<file path="src/rtl/fetch_ctrl.sv">
// fetch_ctrl: PC owner and single-outstanding instruction fetch sequencer with redirect discard and one-entry output register
module fetch_ctrl #(
  parameter logic [31:0] RESET_ADDR = 32'h0000_0000,
  parameter logic [31:0] NOP_INST   = 32'h0000_0013
) (
  input  logic        clk,
  input  logic        rst,
  input  logic        jump_i,
  input  logic [31:0] jump_addr_i,
  output logic        ibus_req_o,
  output logic [31:0] ibus_addr_o,
  input  logic        ibus_gnt_i,
  input  logic        ibus_rvalid_i,
  input  logic [31:0] ibus_rdata_i,
  output logic        if_valid_o,
  output logic [31:0] if_pc_o,
  output logic [31:0] if_inst_o,
  input  logic        if_ready_i
);
  typedef enum logic [1:0] {IDLE, REQ, WAIT} state_t;
  state_t      state;
  logic [31:0] pc_r, req_pc;
  logic        discard, slot_free, gnt_ok, resp;
  assign slot_free   = !if_valid_o || if_ready_i;
  assign ibus_req_o  = (state == REQ) && slot_free;
  assign ibus_addr_o = pc_r;
  assign gnt_ok      = ibus_req_o && ibus_gnt_i;
  assign resp        = (state == WAIT) && ibus_rvalid_i;
  // later assignments override earlier ones: load beats consume, jump beats everything
  always_ff @(posedge clk) begin
    if (rst) begin
      state      <= IDLE;
      pc_r       <= RESET_ADDR;
      req_pc     <= RESET_ADDR;
      discard    <= 1'b0;
      if_valid_o <= 1'b0;
      if_pc_o    <= 32'h0;
      if_inst_o  <= NOP_INST;
    end else begin
      if (if_valid_o && if_ready_i) begin
        if_valid_o <= 1'b0;
        if_inst_o  <= NOP_INST;
      end
      case (state)
        IDLE: state <= REQ;
        REQ: if (gnt_ok) begin
          req_pc <= pc_r;
          pc_r   <= pc_r + 32'd4;
          state  <= WAIT;
        end
        WAIT: if (ibus_rvalid_i) begin
          state <= REQ;
          if (!discard && !jump_i) begin
            if_valid_o <= 1'b1;
            if_pc_o    <= req_pc;
            if_inst_o  <= ibus_rdata_i;
          end
        end
        default: state <= IDLE;
      endcase
      discard <= resp ? 1'b0 : (discard || (jump_i && ((state == WAIT) || gnt_ok)));
      if (jump_i) begin
        pc_r       <= {jump_addr_i[31:2], 2'b00};
        if_valid_o <= 1'b0;
        if_inst_o  <= NOP_INST;
      end
    end
  end
endmodule
</file>
<file path="config.mk">
export PLATFORM = sky130hd
export DESIGN_NAME = fetch_ctrl
export DESIGN_NICKNAME = d
export VERILOG_FILES = /design/src/rtl/fetch_ctrl.sv
export SDC_FILE = /design/constraint.sdc
export NUM_CORES = 1
export LEC_CHECK = 0
export ABC_AREA = 1
export CAP_MARGIN = 20
export CELL_PAD_IN_SITES_DETAIL_PLACEMENT = 1
export CELL_PAD_IN_SITES_GLOBAL_PLACEMENT = 2
export CORE_ASPECT_RATIO = 0.5
export CORE_UTILIZATION = 23
export CTS_BUF_LIST = sky130_fd_sc_hd__clkbuf_4 sky130_fd_sc_hd__clkbuf_8
export CTS_CLUSTER_DIAMETER = 60
export DETAILED_ROUTE_END_ITERATION = 16
export GPL_TIMING_DRIVEN = 0
export PLACE_DENSITY_LB_ADDON = 0.12
export SLEW_MARGIN = 25
export SYNTH_ARGS = -nofsm -noshare
export SYNTH_HDL_FRONTEND = slang
export SYNTH_SLANG_ARGS = --single-unit
</file>
<file path="constraint.sdc">
create_clock -name clk -period 1.35 [get_ports clk]
set_clock_uncertainty 0.05 [all_clocks]
set_input_delay 0.27 -clock clk [delete_from_list [all_inputs] [get_ports clk]]
set_output_delay 0.27 -clock clk [all_outputs]
set_load 0.03 [all_outputs]
</file>
==> impl_metrics.ini <==
[clock_tree]
cts_max_path_buffers = 2
clock_latency_ps = 470
cts-htree-levels = 4
clk_pin_slew_ps = 80
ctsRootBufferMaster = clkbuf_8
clock-sinks = 126
cts_buffers = 17
cts_tree = built

[routing]
wire_per_inst_um = 17.9
finalWirelength_mm = 24.3
drc = 0
drt_iter0_markers = 298
ant_nets = 0
drtPass1Iterations = 4
vias_per_cell = 4.49
vias = 6087

[outcome]
violations = setup timing
status = finished with violations

[critical_path]
r2r-start = ibus_addr_o[3]
crit_required_ps = 1680
worstPathMaxFanout = 6
crit_type = reg -> reg
ff2ff_path_depth = 9
timing.rr.end = ibus_addr_o[25]
startpoint_type = flop
worstPathArrival_ps = 1930
endpoint_kind = flop
r2r_slack_ps = -250

[worst_hold_path]
hold_path_depth = 2
min-delay-path-class = in -> reg
whs_endpoint = state[0]
hp-start = rst

[sta]
relSlewSlack_pct = 46.0
setup_viol = 120
setup_ws_ps = -245
worst_slew_pin_slew_ps = 811
period_needed_ps = 1600
fmax_mhz = 627
hold_viol_final = 0
rsz0062_at_grt = true
finalSetupTns_ps = -11840
finalCritPeriodShare_pct = 118
maxSlewViolCount = 0

[synth]
ys_seq_area_share_pct = 45.7
ys.flop_type = dfxtp_1
yosysWarnings = 0
ys_types = 27
ys_ff_latch = 126
netlist_area_um2 = 5520
avgSynthCellArea_um2 = 7.12
syn_inst = 775
synth_edf_count = 0
async_flop_share_pct = 0

[grt]
grtUsageTotal_pct = 19.7
grt_max_degree = 17
grt_overflow = 0
antenna_found_initial = 0
grt_pass1_wl_mm = 37.0
grt_pass1_vias = 6378

[cells_and_area]
final_cell_mix = 115 x nand2_1, 89 x nor2_1, 77 x buf_6
final_common_cell = nand2_1
n_antenna_cell = 0
areaGrowthSynthToFinish_pct = 86.9
final_nets = 1106
final_util_pct = 44.5
drive_above_1_share_pct = 47.2

[floorplan]
die_area_um2 = 24700
num_io_pins = 168
initial_core_util_pct = 23.8
core_um2 = 23200
die_w_um = 221
rows = 39
die_h_um = 112

[power_and_ir_drop]
swShare_pct = 29.4
p_per_area_nw_per_um2 = 930
vdd_drop_max_mv = 0.530
combPwrFrac_pct = 17.5
seqPwrFrac_pct = 41.8
cellInternalPower_mw = 6.77
p_leak_nw = 4.09
p_sw_mw = 2.82
power.total_mw = 9.59
clkPwrFrac_pct = 40.7

[place]
routabilityCongestion = 0.802
dp_hpwl_mm = 16.4
dp_slack_ps = -983
port_buffers = 160

[flow_run]
maxCapViolCount = 0
[state kept, by name, indices dropped and copies added (netlist names)]
| name | flops |
|---|---|
| if_inst_o | 32 |
| ibus_addr_o | 30 |
| if_pc_o | 30 |
| req_pc | 30 |
| state | 2 |
| discard | 1 |
| if_valid_o | 1 |
[layer usage]
metal / wire length [µm] / GRT usage, %
met3: 854 / 3.99
met1: 12000 / 27.4
met4: 278 / 4.48
met5: 0 / 0
met2: 11100 / 31.4
[synth_stat cells (5+ instances only)]
cell type	instances	area, µm²
a21oi_1	87	435
buf_2	12	60.1
buf_4	9	67.6
clkbuf_1	24	90.1
dfxtp_1	126	2520
inv_1	61	229
nand2_1	133	499
nand2_2	6	37.5
nand3_1	37	185
nor2_1	121	454
nor2_2	5	31.3
nor2_4	9	101
o21ai_0	116	581
xor2_1	5	43.8
[critical path: stages, from the launching register on]
cell	delay (ps)
dfxtp_4	380
buf_4	110
nand2_2	50
nor2_4	180
nand2_4	130
nor2_4	220
nand2_1	70
nand2_1	90
nand3_2	90
a21oi_2	130
[worst max path at each step]
stage | end | slack (ps) | depth (start not counted) | startpoint
floorplan | ibus_addr_o[30] | -70 | 8 | ibus_addr_o[2]
global placement | ibus_addr_o[29] | -950 | 8 | jump_i
detailed placement | ibus_addr_o[25] | -980 | 8 | jump_i
CTS | ibus_req_o | -240 | 4 | state[0]
global route | ibus_addr_o[25] | -330 | 9 | ibus_addr_o[3]
finish | ibus_addr_o[25] | -250 | 9 | ibus_addr_o[3]
[area by class of cell]
cell class | count | area (µm²)
repair buffers | 236 | 2560
well taps | 307 | 384
repair inverters | 2 | 32.5
clock buffers | 20 | 263
clock inverters | 12 | 183
fillers | 2695 | 12900
inverters | 64 | 284
flip-flops and latches | 126 | 2680
multi-input cells | 543 | 3430
plain buffers | 45 | 494
[power groups by stage]
stage	combinational (mW)	clock, mW	sequential, mW
finish	1.68	3.90	4.01
global route	1.80	4.16	4.03
CTS	1.44	3.98	4.00
detailed placement	1.14	0	4.09
global placement	1.14	0	4.09
floorplan	0.450	0	4.18
[timing repair]
item                       4_1_cts  5_1_grt
pin swaps                       30       66
resized for setup              834      310
setup buffers                   40       23
gates cloned                    13        8
setup endpoints to repair      219      197
hold buffers                     0        0
hold endpoints to repair         0        0
[cells by family after synthesis]
| group | synth area share, % |
|---|---|
| simple gates | 25.2 |
| compound gates | 19.3 |
| flops | 45.7 |
| buf+inv | 8.39 |
| xor+xnor | 1.11 |
| fa+ha+maj | 0.227 |
| other cells | 0.0679 |
[per-stage QoR]
stage / std cells / hold slack (ps) / area [µm²]
floorplan: 778 / 333 / 5580
global placement: 1245 / 404 / 7570
detailed placement: 1245 / 408 / 7570
CTS: 1330 / 94.0 / 9140
global route: 1355 / 98.0 / 10300
finish: 1355 / 111 / 10300
Note: power is estimated with default switching activity, not from simulation.
==> edit: new RTL, same flow settings <==
The 3 states of `state_t` get a one-hot encoding in 3 bits.
--- a/src/rtl/fetch_ctrl.sv
+++ b/src/rtl/fetch_ctrl.sv
@@ -19,3 +19,3 @@
 );
-  typedef enum logic [1:0] {IDLE, REQ, WAIT} state_t;
+  typedef enum logic [2:0] {IDLE = 3'b001, REQ = 3'b010, WAIT = 3'b100} state_t;
   state_t      state;
Formal check against the unedited RTL: no difference found for any inputs over 4 cycles, from zero or initial values and one cycle with rst high; so few cycles prove little.
==> edit against the original RTL <==
The flow still finishes with violations (negative setup slack). Final area down 0.83%. Routed wire length down 0.38%. Synthesized cell count up 0.52%. Synthesized area up 0.70%. Sequential cell count up 1. Power down 7.0%. Setup slack worse by 0.054 ns. Die area up 0.69%.
==> edit: results (changes against the original RTL) <==
Layout
  • Fin nets: 1110 (+0.36%)
  • Util after Layout: 43.9% (-0.55 points)
  • Layout Cells excl Fill: 1359 (+0.30%)
  • Share of layout cells above drive strength 1: 46.2% (-1.0 points)
  • Antenna Diode Count: 0 (unchanged)
  • Most flop-heavy register: if_inst_o

Logic synthesis
  • Most instantiated cells after synthesis: nor2_1 (156), dfxtp_1 (127), nand2_1 (121), o21ai_0 (115), a21oi_1 (72)
  • Warnings, synthesis: 0 (unchanged)
  • Seq/Total Area, Yosys: 45.7% (about the same)
  • Top-area cell type share of the netlist area: 45.7% (about the same)
  • Area contributors post-synth: dfxtp_1 (46%), nor2_1 (11%), o21ai_0 (10%)
  • Netlist cell types: 31 (+15%)
  • Avg Cell Area, Syn: 7.13 sq um (+0.19%)
  • Async SR Flop Fraction: 0% (unchanged)

Clock tree
  • Clk_lat worst skew: around 0.48 ns
  • Total CTS buffers: 17 (unchanged)
  • Hold buffers post-CTS: 0 (unchanged)

Power
  • Peak VDD IR: 0.000566 V (+6.7%)
  • Net Sw Frac: 30.7% (+1.3 points)
  • Leak: 0.00404 uW (-1.1%)
  • Combinational Power Share: 15.5% (-2.0 points)

Placed design
  • RD Place Congestion: 0.785 (-2.1%)
  • Placed inst area: 7630 sq um (+0.76%)
  • Post-placement cell count: 1248 (+0.24%)
  • Dpl ws: -0.739 ns (+0.244 ns)
  • PortBufs: 159 (-0.63%)
  • HPWL after detailed placement: 16.5 mm (+0.64%)

Global routing
  • Number of global-route vias before repair: 5892 (-7.6%)
  • Gr usage total: 18.3% (-1.4 points)
  • Global-route wire length before repair: 34.2 mm (-7.7%)

Timing
  • Endpoints failing setup: 132 (+10%)
  • Setup ws final: -0.299 ns (-0.0538 ns)
  • Slew margin rel.: 51.3% (+5.3 points)

Critical path
  • Max FO, Critical Path: 6 (unchanged)
  • Crit path arrival time: 1.98 ns (+0.05 ns)
  • Critical path's slowest cell: dfxtp_2
  • Worst reg2reg path endpoint: ibus_addr_o[4]$_SDFFE_PP0P_
  • Max stage delay on crit path: 0.34 ns (-0.04 ns)
  • Reg-to-Reg Start: state[0]$_SDFFE_PP1P_
  • R2R cell count: 10 (+1)

Route
  • Initial drt markers: 280 (-6.0%)
  • Drt pass-1 iters: 5 (+1)
  • Drt wl/cell: 17.8 microns (-0.67%)
  • Total number of vias: 6026 (-1.0%)

Status
  • Outcome: finished, violations left
  • Failing checks: negative setup slack

Worst hold path
  • Tightest Hold Check Type: input pin to register

Floorplanning
  • Die Span X: 222 microns (+0.35%)
edit: cell types whose count changed in the layout (fill, tap and decap cells not counted), sizes merged, moves of 3 or more:
cell	before	now
xor2	5	9
nand3	40	46
a21oi	87	72
nand2	141	125
buf	186	183
clkinvlp	1	4
nor3	0	5
nor2	135	163
edit: worst min-delay path by stage:
stage,cells after the start,start,end
6_report,2,rst,ibus_addr_o[11]$_SDFFE_PP0P_
2_1_floorplan,1,ibus_rvalid_i,discard$_SDFF_PP0_
5_1_grt,2,rst,ibus_addr_o[3]$_SDFFE_PP0P_
3_5_place_dp,2,if_pc_o[14]$_SDFFE_PP0P_,if_pc_o[14]$_SDFFE_PP0P_
3_3_place_gp,2,req_pc[4]$_SDFFE_PP0P_,req_pc[4]$_SDFFE_PP0P_
4_1_cts,2,rst,ibus_addr_o[11]$_SDFFE_PP0P_
edit: through the flow:
step	setup TNS (ns)	hold slack, ns
2_1_floorplan	-2.13	0.316
4_1_cts	-16.36	0.0963
3_3_place_gp	-69.12	0.415
3_5_place_dp	-69.63	0.424
6_report	-20.58	0.113
5_1_grt	-31.05	0.0999
edit: cell type report:
cell class,count,area [sq um]
Fill cell,2685,13000
Multi-Input combinational cell,552,3320
Sequential cell,127,2770
Timing Repair Buffer,236,2670
Buffer,44,394
Tap cell,307,384
Inverter,59,248
Clock buffer,17,234
Clock inverter,15,174
Timing Repair inverter,2,32.5
edit: per-layer routing:
layer | track usage (%) | part of all wire, %
met3 | 5.25 | 3.6
met1 | 26.1 | 51
met4 | 3.89 | 0.54
met5 | 0 | 0
met2 | 27.1 | 45
edit: what timing repair did:
action                                  CTS  global route
gates resized for setup                 742           331
gates cloned                              2            14
pin swaps                                 6            66
buffers inserted                         19            45
endpoints found under the setup margin  217           204
edit: cell families after synthesis:
group | Yosys count | synth area share (%)
AOI/OAI and AO/OA | 193 | 17.6
xor gates and xnor gates | 10 | 1.58
adders and majority gates | 1 | 0.225
buffers and inverters | 104 | 8.55
DFF | 127 | 45.7
other | 1 | 0.0675
and+or+nand+nor | 343 | 26.3
edit: power by group through the flow:
stage / sequential (uW) / clock, uW / combinational (uW)
6_report: 3990 / 3550 / 1380
3_5_place_dp: 4100 / 0 / 1030
3_3_place_gp: 4100 / 0 / 1020
4_1_cts: 4010 / 3650 / 1150
5_1_grt: 4010 / 3840 / 1490
2_1_floorplan: 4150 / 0 / 435
